`src/rtl/uart_pkg.sv`:
```
// Shared types and byte constants for the UART register responder.
// The state encoding is fixed so that waveform viewers and checkers agree on it.
package uart_pkg;

  typedef enum logic [2:0] {
    IDLE = 3'd0,
    ADDR = 3'd1,
    DATA = 3'd2,
    EXEC = 3'd3,
    SEND = 3'd4,
    GAP  = 3'd5
  } resp_state_t;

  localparam logic [7:0] CMD_WRITE = 8'h57;
  localparam logic [7:0] CMD_READ  = 8'h52;
  localparam logic [7:0] RESP_OK   = 8'h4B;
  localparam logic [7:0] RESP_ERR  = 8'h45;
  localparam logic [7:0] RESP_BAD  = 8'h3F;

endpackage

```
`src/rtl/uart_reg_responder.sv`:
```
// Parses W/R host commands from received UART bytes, runs them against a small register file,
// and paces one response byte per command so the transmitter is never restarted mid-frame.
module uart_reg_responder
  import uart_pkg::*;
#(
  parameter int BAUD_DIVISOR   = 10416,
  parameter int FRAME_SIZE     = 8,
  parameter int NUM_REGS       = 16,
  parameter int TIMEOUT_CYCLES = 100_000_000
) (
  input  logic        clk,
  input  logic        rst,
  input  logic [7:0]  rx_data,
  input  logic        rx_complete,
  output logic [7:0]  tx_data,
  output logic        tx_start,
  output logic [15:0] led_value,
  output logic        overrun
);

  localparam int BYTE_CYCLES = BAUD_DIVISOR * (FRAME_SIZE + 2);
  localparam int GAP_W       = $clog2(BYTE_CYCLES) + 1;
  localparam int TO_W        = $clog2(TIMEOUT_CYCLES) + 1;
  localparam int IDX_W       = (NUM_REGS > 1) ? $clog2(NUM_REGS) : 1;

  // GAP is entered one cycle after tx_start, so the load is one short of a full frame.
  localparam logic [GAP_W-1:0] GAP_LOAD  = GAP_W'(BYTE_CYCLES - 1);
  localparam logic [GAP_W-1:0] GAP_ONE   = GAP_W'(1);
  localparam logic [TO_W-1:0]  TO_LAST   = TO_W'(TIMEOUT_CYCLES - 1);
  localparam logic [TO_W-1:0]  TO_ONE    = TO_W'(1);
  localparam logic [8:0]       REG_LIMIT = 9'(NUM_REGS);

  resp_state_t      state_r;
  logic [7:0]       cmd_r;
  logic [7:0]       addr_r;
  logic [7:0]       data_r;
  logic [7:0]       tx_data_r;
  logic             tx_start_r;
  logic             overrun_r;
  logic [GAP_W-1:0] gap_cnt_r;
  logic [TO_W-1:0]  idle_cnt_r;
  logic [7:0]       regs_r [NUM_REGS];

  logic             addr_ok_s;
  logic [IDX_W-1:0] idx_s;
  logic             wr_en_s;
  logic [7:0]       resp_s;
  logic             busy_s;

  assign tx_data   = tx_data_r;
  assign tx_start  = tx_start_r;
  assign overrun   = overrun_r;
  assign led_value = {regs_r[1], regs_r[0]};

  // Address check and response selection for the command held in cmd/addr/data.
  always_comb begin
    addr_ok_s = ({1'b0, addr_r} < REG_LIMIT);
    idx_s     = addr_r[IDX_W-1:0];
    wr_en_s   = 1'b0;
    resp_s    = RESP_BAD;
    busy_s    = (state_r == EXEC) || (state_r == SEND) || (state_r == GAP);
    case (cmd_r)
      CMD_WRITE: begin
        if (addr_ok_s) begin
          resp_s  = RESP_OK;
          wr_en_s = (state_r == EXEC);
        end else begin
          resp_s  = RESP_ERR;
        end
      end
      CMD_READ: begin
        if (addr_ok_s) begin
          resp_s = regs_r[idx_s];
        end else begin
          resp_s = RESP_ERR;
        end
      end
      default: resp_s = RESP_BAD;
    endcase
  end

  // Command FSM, register file, gap/timeout counters and registered outputs.
  always_ff @(posedge clk) begin
    if (rst) begin
      state_r    <= IDLE;
      cmd_r      <= 8'h00;
      addr_r     <= 8'h00;
      data_r     <= 8'h00;
      tx_data_r  <= 8'h00;
      tx_start_r <= 1'b0;
      overrun_r  <= 1'b0;
      gap_cnt_r  <= '0;
      idle_cnt_r <= '0;
      for (int i = 0; i < NUM_REGS; i++) begin
        regs_r[i] <= 8'h00;
      end
    end else begin
      tx_start_r <= 1'b0;
      if (rx_complete && busy_s) begin
        overrun_r <= 1'b1;
      end
      case (state_r)
        IDLE: begin
          if (rx_complete) begin
            cmd_r      <= rx_data;
            idle_cnt_r <= '0;
            state_r    <= ((rx_data == CMD_WRITE) || (rx_data == CMD_READ)) ? ADDR : EXEC;
          end
        end
        ADDR: begin
          if (rx_complete) begin
            addr_r     <= rx_data;
            idle_cnt_r <= '0;
            state_r    <= (cmd_r == CMD_WRITE) ? DATA : EXEC;
          end else if (idle_cnt_r == TO_LAST) begin
            state_r <= IDLE;
          end else begin
            idle_cnt_r <= idle_cnt_r + TO_ONE;
          end
        end
        DATA: begin
          if (rx_complete) begin
            data_r     <= rx_data;
            idle_cnt_r <= '0;
            state_r    <= EXEC;
          end else if (idle_cnt_r == TO_LAST) begin
            state_r <= IDLE;
          end else begin
            idle_cnt_r <= idle_cnt_r + TO_ONE;
          end
        end
        EXEC: begin
          if (wr_en_s) begin
            regs_r[idx_s] <= data_r;
          end
          tx_data_r  <= resp_s;
          tx_start_r <= 1'b1;
          state_r    <= SEND;
        end
        SEND: begin
          gap_cnt_r <= GAP_LOAD;
          state_r   <= GAP;
        end
        GAP: begin
          if (gap_cnt_r == '0) begin
            state_r <= IDLE;
          end else begin
            gap_cnt_r <= gap_cnt_r - GAP_ONE;
          end
        end
        default: state_r <= IDLE;
      endcase
    end
  end

endmodule

```
`config.mk`:
```
export PLATFORM = sky130hd
export DESIGN_NAME = uart_reg_responder
export DESIGN_NICKNAME = d
export VERILOG_FILES = /design/src/rtl/uart_pkg.sv /design/src/rtl/uart_reg_responder.sv
export SDC_FILE = /design/constraint.sdc
export NUM_CORES = 1
export LEC_CHECK = 0
export CORE_AREA = 2 2 183 185
export DETAILED_ROUTE_END_ITERATION = 10
export DIE_AREA = 0 0 185 187
export GPL_TIMING_DRIVEN = 0
export PLACE_DENSITY = 0.53
export SYNTH_ARGS = -nofsm -noshare
export SYNTH_HDL_FRONTEND = slang
export SYNTH_SLANG_ARGS = --single-unit
```
`constraint.sdc`:
```
create_clock -name clk -period 3.15 [get_ports clk]
set_input_delay 0.945 -clock clk [delete_from_list [all_inputs] [get_ports clk]]
set_output_delay 0.945 -clock clk [all_outputs]
set_load 0.05 [all_outputs]
```
==> results of run 1 <==
sequential cells by signal, indices dropped and copies added, names as in the netlist, named ones only:
signal / count
gap_cnt_r: 18
data_r: 8
tx_data: 8
cmd_r: 8
idle_cnt_r: 28
regs_r: 128
state_r: 3
overrun: 1
addr_r: 8
tx_start: 1
metal layers:
metal / wire length [um] / vias to the layer above
li1: - / 3402
met1: 12900 / 3538
met2: 12600 / 175
met3: 1270 / 48
met4: 624 / 0
met5: 0 / -
power by group through the flow:
stage                     registers [mW]  clock network (mW)  logic [mW]
after floorplan                     3.21                   0       0.358
after global placement              3.19                   0       0.595
after detailed placement            3.19                   0       0.602
after CTS                           3.13                3.04       0.606
after global routing                3.14                3.14       0.663
final                               3.13                2.98       0.603
per-stage QoR:
step,power [mW],util (%),setup TNS [ps],area [sq um]
after floorplan,3.57,-,0,10000
after CTS,6.78,36.0,0,11800
after global placement,3.78,33.3,-90100,11000
after detailed placement,3.79,33.5,-63810,11000
after global routing,6.95,36.0,-7.40,11800
final,6.72,36.0,0,11800
cells in the mapped netlist (4+ instances only):
cell type,number
nor4b_1,7
and3_1,8
nand4_1,12
a21oi_1,40
a211oi_1,4
nand2b_1,6
mux4_2,32
or3_1,9
and2_1,131
or4_1,11
nor2b_1,8
mux2i_1,11
clkbuf_1,33
dfxtp_1,87
nand3b_1,4
buf_2,11
o31ai_1,9
a22oi_1,4
xnor2_1,18
edfxtp_1,128
nand2_1,73
nor3_1,14
o211ai_1,6
nor2_2,4
o21ai_0,29
nor4_1,17
nor2_1,54
a31oi_1,11
or2_2,6
nand3_1,22
inv_1,8
layout make-up:
type | count | area, sq um
buffer | 45 | 184
clock buffer | 35 | 683
clock inverter | 10 | 150
fill | 3308 | 21000
inverter | 8 | 30.0
multi-input combinational | 607 | 4250
sequential | 215 | 5590
tap | 448 | 561
timing repair buffer | 42 | 403
worst min-delay path: stages, from the launching register on:
cell     delay (ps)
dfxtp_1         300
nand2_1          50
a21oi_1          50
cells by family (layout without fill, tap and decap cells):
logic type,count (synthesis),count (layout),synth area share (%)
xor gates and xnor gates,20,20,1.75
adders and majority gates,3,3,0.374
buffers and inverters,53,140,2.12
AOI/OAI and AO/OA,128,128,8.05
and+or+nand+nor,410,410,23.4
DFF,215,215,55.6
muxes,46,46,8.61
how the worst min path moves through the flow:
| stage | start | to | slack (ps) | cells after the start |
|---|---|---|---|---|
| 2_1_floorplan | cmd_r[6]$_SDFFE_PP0P_ | cmd_r[6]$_SDFFE_PP0P_ | 430 | 2 |
| 3_3_place_gp | cmd_r[3]$_SDFFE_PP0P_ | cmd_r[3]$_SDFFE_PP0P_ | 440 | 2 |
| 3_5_place_dp | cmd_r[3]$_SDFFE_PP0P_ | cmd_r[3]$_SDFFE_PP0P_ | 450 | 2 |
| 4_1_cts | cmd_r[3]$_SDFFE_PP0P_ | cmd_r[3]$_SDFFE_PP0P_ | 450 | 2 |
| 5_1_grt | cmd_r[5]$_SDFFE_PP0P_ | cmd_r[5]$_SDFFE_PP0P_ | 480 | 2 |
| 6_report | cmd_r[3]$_SDFFE_PP0P_ | cmd_r[3]$_SDFFE_PP0P_ | 460 | 2 |
timing repair:
item	4_1_cts	5_1_grt
pin swaps	1	0
endpoints found under the setup margin	56	22
setup buffers	1	0
resized for setup	7	4
==> results.cfg, run 1 <==
[cells_and_area]
final_common_cell = and2_1
syn2layout_area_growth_pct = 18.0
drive_gt1_share_pct = 11.6
final_cells = 1410
antenna_cells = 0
final_cell_mix = and2_1, edfxtp_1, dfxtp_1
nNetsFinal = 958

[logic_synthesis]
ys_types = 67
synth_edf_count = 128
yosysWarnings = 0
synth.top_cell.area_share_pct = 38.3
synth_seq_area_share_pct = 55.6
ys.flop_type = edfxtp_1
synthArstFlopShare_pct = 0
syn_area_per_cell_sq_um = 11.5
syn_inst = 875
netlist_area_sq_um = 10000
ys_top_cells_by_area = edfxtp_1, dfxtp_1, and2_1, mux4_2, nand2_1
synth_top_area_cell = edfxtp_1
syn_nets = 889
ys_ff_latch = 215

[power_and_ir_drop]
powerDensity_nw_per_um2 = 567
p_int_mw = 5.10
swShare_pct = 24.0
p_seq_share_pct = 46.6
total_leakage_power_nw = 3.98
ir_drop_uv = 307
comb_power_share_pct = 9.0
p_switching_mw = 1.61
clkPwrFrac_pct = 44.4

[place]
io_buffers = 36
dpl.cell_count = 1364
post-place-ws_ps = -645
dpl.hpwl_um = 19200
place_congestion = 0.818

[detailed_routing]
drtPass1Iterations = 5
antenna_left = 0
drt_wl_total_um = 27500
vias_per_cell = 5.08
drc = 0
routedWlPerCell_um = 19.5
drt_iter0_drc = 517
vias = 7163

[die]
num_rows = 67
boundaryPins = 37
initial_core_util_pct = 30.5
die-area_sq_um = 34600
core_area_sq_um = 32900
die_h_um = 187
die_x_um = 185

[timing]
max_freq_mhz = 330
worst_pin_slew_ps = 870
finalSetupViolations = 0
min_period_ps = 3030
hold_slack_ps = 455
slew_headroom_pct = 41.6
fin_ws_ps = 117
finalHoldViolations = 0
clock_skew_ps = 15.2
fin_crit_sh_pct = 96.3
maxSlewViolCount = 0

[setup_path]
crit_path_end = regs_r[3][7]$_SDFFCE_PN0P_
rrSetupSlack_ps = 420
path_cells = clkdlybuf4s50_1, nor3_4, or4b_1, buf_2, o21ai_1, buf_4
critPathCaptureType = flip-flop
cp-start-kind = input pin
critical_path_class = input pin to flip-flop
required_ps = 3370
crit_arrival_ps = 3260
reg2reg_depth = 5
slowest_delay_ps = 620
rr_endpoint = regs_r[4][5]$_SDFFCE_PN0P_
r2r_start = addr_r[7]$_SDFFE_PP0P_
worstPathMaxFanout = 7
critPathSlowestCell = clkdlybuf4s50_1
cp_num_buf_inv = 3
cp.depth = 6
crit_family = buffers and inverters
cp-startpoint = rst

[clock_network]
numCtsBuffers = 25
cts_hold_buf = 0
cts-root-buf = clkbuf_16
clk_pin_slew_ps = 50
cts_max_path_buffers = 3
cts.sinks = 215
insertion_delay_ps = 530
tritoncts = done
cts_max_level = 1

[global_routing]
grt.met3_usage_pct = 2.73
grt_antenna_before_repair = 1
grt_pass1_vias = 6989
grtUsageMet2_pct = 25.1
grt_pass1_wl_um = 42500
grt_max_degree = 13
top_usage_layer = met2
overflow = 0
grt_usage_pct = 16.0
met1_usage_pct = 22.9

[outcome]
status = finished, final reports clean

[job]
max-cap-violations = 0

[worst_hold_path]
hold_class = flip-flop to flip-flop
No activity file was read; power rests on OpenSTA's default activity.
==> run 2: changes to the inputs <==
--- a/config.mk
+++ b/config.mk
@@ -5,9 +5,10 @@
 export SDC_FILE = /design/constraint.sdc
 export NUM_CORES = 1
 export LEC_CHECK = 0
-export CORE_AREA = 2 2 183 185
+export CAP_MARGIN = 20
+export CORE_AREA = 10 10 191 193
 export DETAILED_ROUTE_END_ITERATION = 10
-export DIE_AREA = 0 0 185 187
+export DIE_AREA = 0 0 201 203
 export GPL_TIMING_DRIVEN = 0
 export PLACE_DENSITY = 0.53
 export SYNTH_ARGS = -nofsm -noshare
==> run 2 against run 1 <==
  * Worst hold slack is essentially flat
  * Register-to-register slack got worse by 80 ps
  * Global-route usage down 2.8 points
  * Power down 3.7%
  * Count of clock-buffer cells in the layout fell by 3
  * Core utilization increased by 0.29 points
  * Clock skew up 6.0 ps
  * Clock power is 8.4% lower
  * Maximum frequency fell by 2.5%
==> results.cfg, run 2 (synthesized netlist as in run 1, its figures left out) <==
[outcome]
status = finished, final reports clean

[setup_path]
worstPathMaxFanout = 7
critical_path_class = input pin to flip-flop
crit_path_end = regs_r[3][2]$_SDFFCE_PN0P_
cp_num_buf_inv = 3
path_cells = clkdlybuf4s50_1, nor3_4, or4b_1, buf_2, o21ai_1, buf_4
critPathSlowestCell = clkdlybuf4s50_1
cp.depth = 6
slowest_delay_ps = 620
rr_endpoint = regs_r[3][2]$_SDFFCE_PN0P_
cp-startpoint = rst
crit_arrival_ps = 3350
crit_family = buffers and inverters
reg2reg_depth = 6
cp-start-kind = input pin
rrSetupSlack_ps = 340
critPathCaptureType = flip-flop
r2r_start = addr_r[7]$_SDFFE_PP0P_
required_ps = 3390

[clock_network]
cts.sinks = 215
insertion_delay_ps = 530
tritoncts = done
cts_hold_buf = 0
clk_pin_slew_ps = 60
cts-root-buf = clkbuf_16
numCtsBuffers = 24
cts_max_path_buffers = 3
cts_max_level = 1

[global_routing]
grt_antenna_before_repair = 1
met1_usage_pct = 18.7
overflow = 0
grt_pass1_wl_um = 42600
grt_pass1_vias = 6846
grt_usage_pct = 13.2
grt.met3_usage_pct = 1.74
grtUsageMet2_pct = 20.8
top_usage_layer = met2
grt_max_degree = 14

[timing]
finalHoldViolations = 0
min_period_ps = 3110
max_freq_mhz = 321
final.setup.tns_ps = 0
slew_headroom_pct = 38.9
finalSetupViolations = 0
rsz0062_at_grt = true
worst_pin_slew_ps = 911
clock_skew_ps = 21.2
hold_slack_ps = 455
maxSlewViolCount = 0
fin_crit_sh_pct = 98.8

[power_and_ir_drop]
comb_power_share_pct = 9.4
powerDensity_nw_per_um2 = 548
swShare_pct = 24.7
p_int_mw = 4.87
clkPwrFrac_pct = 42.2
p_seq_share_pct = 48.4
total_leakage_power_nw = 3.97
ir_drop_uv = 439
p_switching_mw = 1.60

[job]
max-cap-violations = 0

[cells_and_area]
antenna_cells = 0
final_common_cell = and2_1
final_cell_mix = and2_1, edfxtp_1, dfxtp_1
syn2layout_area_growth_pct = 17.5
largest_register = regs_r
drive_gt1_share_pct = 11.8
largest_register_ffs = 128
final_util_pct = 36.3
reg.largest.list = regs_r x128, idle_cnt_r x28, gap_cnt_r x18
nNetsFinal = 963

[die]
die_x_um = 201
num_rows = 66
core_area_sq_um = 32500
initial_core_util_pct = 30.9
die-area_sq_um = 40800
die_h_um = 203
boundaryPins = 37

[place]
io_buffers = 36
dpl.hpwl_um = 19700
place_congestion = 0.822

[detailed_routing]
vias = 7147
drt_wl_total_um = 27900
drt_iter0_drc = 559
antenna_left = 0
drc = 0
drtPass1Iterations = 5
vias_per_cell = 5.07
routedWlPerCell_um = 19.8

[worst_hold_path]
hp-start = cmd_r[1]$_SDFFE_PP0P_
hold_class = flip-flop to flip-flop
-- run 2: per-layer routing --
layer	part of all wire (%)	routed length, um
met5	0	0
met4	1.7	478
met3	5.2	1450
met2	46	12700
met1	47	13300
-- run 2: power groups by stage --
stage	Clock (mW)	Combinational, mW	Sequential, mW
after floorplan	0	0.358	3.21
after global placement	0	0.595	3.19
after detailed placement	0	0.608	3.19
after CTS	2.79	0.611	3.13
after global routing	2.90	0.662	3.14
final	2.73	0.610	3.13
-- run 2: worst register-to-register path, cell delays in order (launching register included) --
cell	delay, ps
dfxtp_1	320
nor4_2	530
nand3_1	180
or4b_1	530
buf_2	210
o21ai_1	490
buf_4	270
-- run 2: through the flow --
| step | worst slack [ps] | instances | total power [mW] | instance area, sq um |
|---|---|---|---|---|
| 3_3_place_gp | -1210 | 1353 | 3.79 | 11000 |
| 5_1_grt | -58.1 | 1409 | 6.71 | 11800 |
| 4_1_cts | 31.5 | 1409 | 6.53 | 11800 |
| 6_report | 38.1 | 1409 | 6.47 | 11800 |
| 3_5_place_dp | -558 | 1364 | 3.80 | 11000 |
| 2_1_floorplan | 379 | 875 | 3.57 | 10000 |
-- run 2: worst min path at each step --
stage | endpoint | slack, ps | cells past startpoint
global route | addr_r[5]$_SDFFE_PP0P_ | 480 | 2
global placement | cmd_r[4]$_SDFFE_PP0P_ | 440 | 2
CTS | cmd_r[1]$_SDFFE_PP0P_ | 460 | 2
detailed placement | cmd_r[1]$_SDFFE_PP0P_ | 450 | 2
floorplan | cmd_r[6]$_SDFFE_PP0P_ | 430 | 2
finish | cmd_r[1]$_SDFFE_PP0P_ | 460 | 2
-- run 2: final cells by class --
cell class                 instances  area, sq um
timing repair buffer              48          445
fill                            3182        20700
tap                              442          553
sequential                       215         5590
clock buffer                      32          641
clock inverter                    12          118
multi-input combinational        607         4240
inverter                           8         30.0
buffer                            45          183
-- run 2: what timing repair did --
action                                  in CTS  in global routing
buffers inserted                             1                  0
endpoints found under the setup margin       8                 22
pin swaps                                    1                  0
gates resized for setup                      0                  2
==> run 3: changes to the inputs <==
--- a/config.mk
+++ b/config.mk
@@ -5,12 +5,15 @@
 export SDC_FILE = /design/constraint.sdc
 export NUM_CORES = 1
 export LEC_CHECK = 0
+export ABC_AREA = 0
 export CAP_MARGIN = 20
+export CELL_PAD_IN_SITES_DETAIL_PLACEMENT = 0
+export CELL_PAD_IN_SITES_GLOBAL_PLACEMENT = 2
 export CORE_AREA = 10 10 191 193
 export DETAILED_ROUTE_END_ITERATION = 10
 export DIE_AREA = 0 0 201 203
 export GPL_TIMING_DRIVEN = 0
-export PLACE_DENSITY = 0.53
+export PLACE_DENSITY = 0.69
 export SYNTH_ARGS = -nofsm -noshare
 export SYNTH_HDL_FRONTEND = slang
 export SYNTH_SLANG_ARGS = --single-unit
==> run 3 against run 2 <==
  * Non-clock buffer count fell by 3
  * Via count fell by 0.25%
  * First-iteration DRC count fell by 3.6%
  * Clock skew increased by 1.5 ps
  * Global-route usage up 0.86 points
  * Register-to-register slack got worse by 80 ps
  * Power grew 3.9%
  * Worst hold slack got worse by 2.6 ps
  * Largest power group unchanged
  * Highest routed layer unchanged
==> results.cfg, run 3 (synthesized netlist as in run 1, its figures left out) <==
[outcome]
status = finished, final reports clean

[timing]
min_period_ps = 2990
finalHoldViolations = 0
clock_skew_ps = 22.7
finalSetupViolations = 0
worst_pin_slew_ps = 1030
maxSlewViolCount = 0
max_freq_mhz = 335
fin_ws_ps = 164
rsz0062_at_grt = false
fin_crit_sh_pct = 94.8
slew_headroom_pct = 31.7

[place]
place_congestion = 0.826
io_buffers = 36
dpl.cell_count = 1360
post-place-ws_ps = -493
dpl.hpwl_um = 20500

[job]
max-cap-violations = 0

[clock_network]
numCtsBuffers = 24
cts_max_level = 1
insertion_delay_ps = 530
cts.sinks = 215
cts-root-buf = clkbuf_16
clk_pin_slew_ps = 60
cts_max_path_buffers = 3
tritoncts = done

[global_routing]
grt_usage_pct = 14.1
overflow = 0
grt_pass1_wl_um = 45100
grt_pass1_vias = 7135
grt_antenna_before_repair = 0
grt_max_degree = 15

[setup_path]
path_cells = clkdlybuf4s50_1, nor3_4, or4b_1, buf_2, o21ai_1, buf_6
cp_num_buf_inv = 3
crit_arrival_ps = 3230
critPathSlowestCell = clkdlybuf4s50_1
worstPathMaxFanout = 7
crit_family = buffers and inverters
critical_path_class = input pin to flip-flop
cp-start-kind = input pin
critPathCaptureType = flip-flop
slowest_delay_ps = 570
required_ps = 3390

[detailed_routing]
antenna_left = 0
drt_wl_total_um = 29300
vias = 7129
drtPass1Iterations = 5
vias_per_cell = 5.07
routedWlPerCell_um = 20.9
drc = 0
drt_iter0_drc = 539

[cells_and_area]
final_common_cell = and2_1
fillers = 3247
reg.largest.list = regs_r x128, idle_cnt_r x28, gap_cnt_r x18
largest_register_ffs = 128
antenna_cells = 0
largest_register = regs_r
final_cell_mix = and2_1, edfxtp_1, dfxtp_1
nNetsFinal = 960
drive_gt1_share_pct = 12.1
final_cells = 1406
syn2layout_area_growth_pct = 18.2

[power_and_ir_drop]
ir_drop_uv = 349
total_leakage_power_nw = 3.99
powerDensity_nw_per_um2 = 567

[worst_hold_path]
hold_class = flip-flop to flip-flop

[die]
num_rows = 66
core_area_sq_um = 32500
initial_core_util_pct = 30.9
die_h_um = 203
boundaryPins = 37
die_x_um = 201
die-area_sq_um = 40800
[run 3: layer usage]
layer / GRT usage, % / part of all wire [%]
met1: 20.3 / 49
met2: 21.9 / 45
met3: 2.18 / 4.5
met4: 2.54 / 1.3
met5: 0 / 0
[run 3: final cells by class]
type                    count  area (sq um)  share of cell area [%]
plain buffers              45           183                    1.54
clock buffers              37           719                    6.06
clock inverters             7           121                    1.02
inverters                   8          30.0                   0.253
multi-input cells         607          4250                    35.8
flip-flops and latches    215          5590                    47.1
well taps                 442           553                    4.66
repair buffers             45           424                    3.57
[run 3: final timing paths]
kind	startpoint	to	slack [ps]	cells after the start
worst max-delay path	rst	regs_r[1][4]$_SDFFCE_PN0P_	160	6
worst max register to register	flip-flop	tx_data[2]$_SDFFE_PP0N_	260	7
worst min-delay path	cmd_r[3]$_SDFFE_PP0P_	cmd_r[3]$_SDFFE_PP0P_	450	2
worst min register to register	cmd_r[3]$_SDFFE_PP0P_	cmd_r[3]$_SDFFE_PP0P_	450	2
[run 3: timing repair]
item | 4_1_cts | 5_1_grt
resized for setup | 0 | 2
buffers inserted | 0 | 2
hold buffers | 0 | 0
setup endpoints to repair | 0 | 24
[run 3: power by group]
part	leakage (nW)	internal (mW)	switching [mW]	total, mW
Clock	0.414	1.82	1.16	2.97
Combinational	1.55	0.206	0.417	0.623
Sequential	2.03	3.07	0.0624	3.13
[run 3: metrics by stage]
| step | hold WS (ps) | power, mW | utilization (%) | cell area, sq um | TNS (ps) |
|---|---|---|---|---|---|
| after global routing | 484 | 6.95 | 36.6 | 11900 | 0 |
| after global placement | 444 | 3.80 | 33.7 | 11000 | -91240 |
| final | 453 | 6.72 | 36.6 | 11900 | 0 |
| after detailed placement | 445 | 3.81 | 33.9 | 11000 | -41610 |
| after floorplan | 432 | 3.57 | - | 10000 | 0 |
| after CTS | 453 | 6.78 | 36.5 | 11800 | 0 |
[run 3: worst reg2reg max path: stages, from the launching register on]
cell       delay [ps]
dfxtp_1           350
buf_2             190
buf_2             440
mux4_2            630
nand3b_1          120
o21ai_0           180
a2111oi_0         770
nor2_1             70
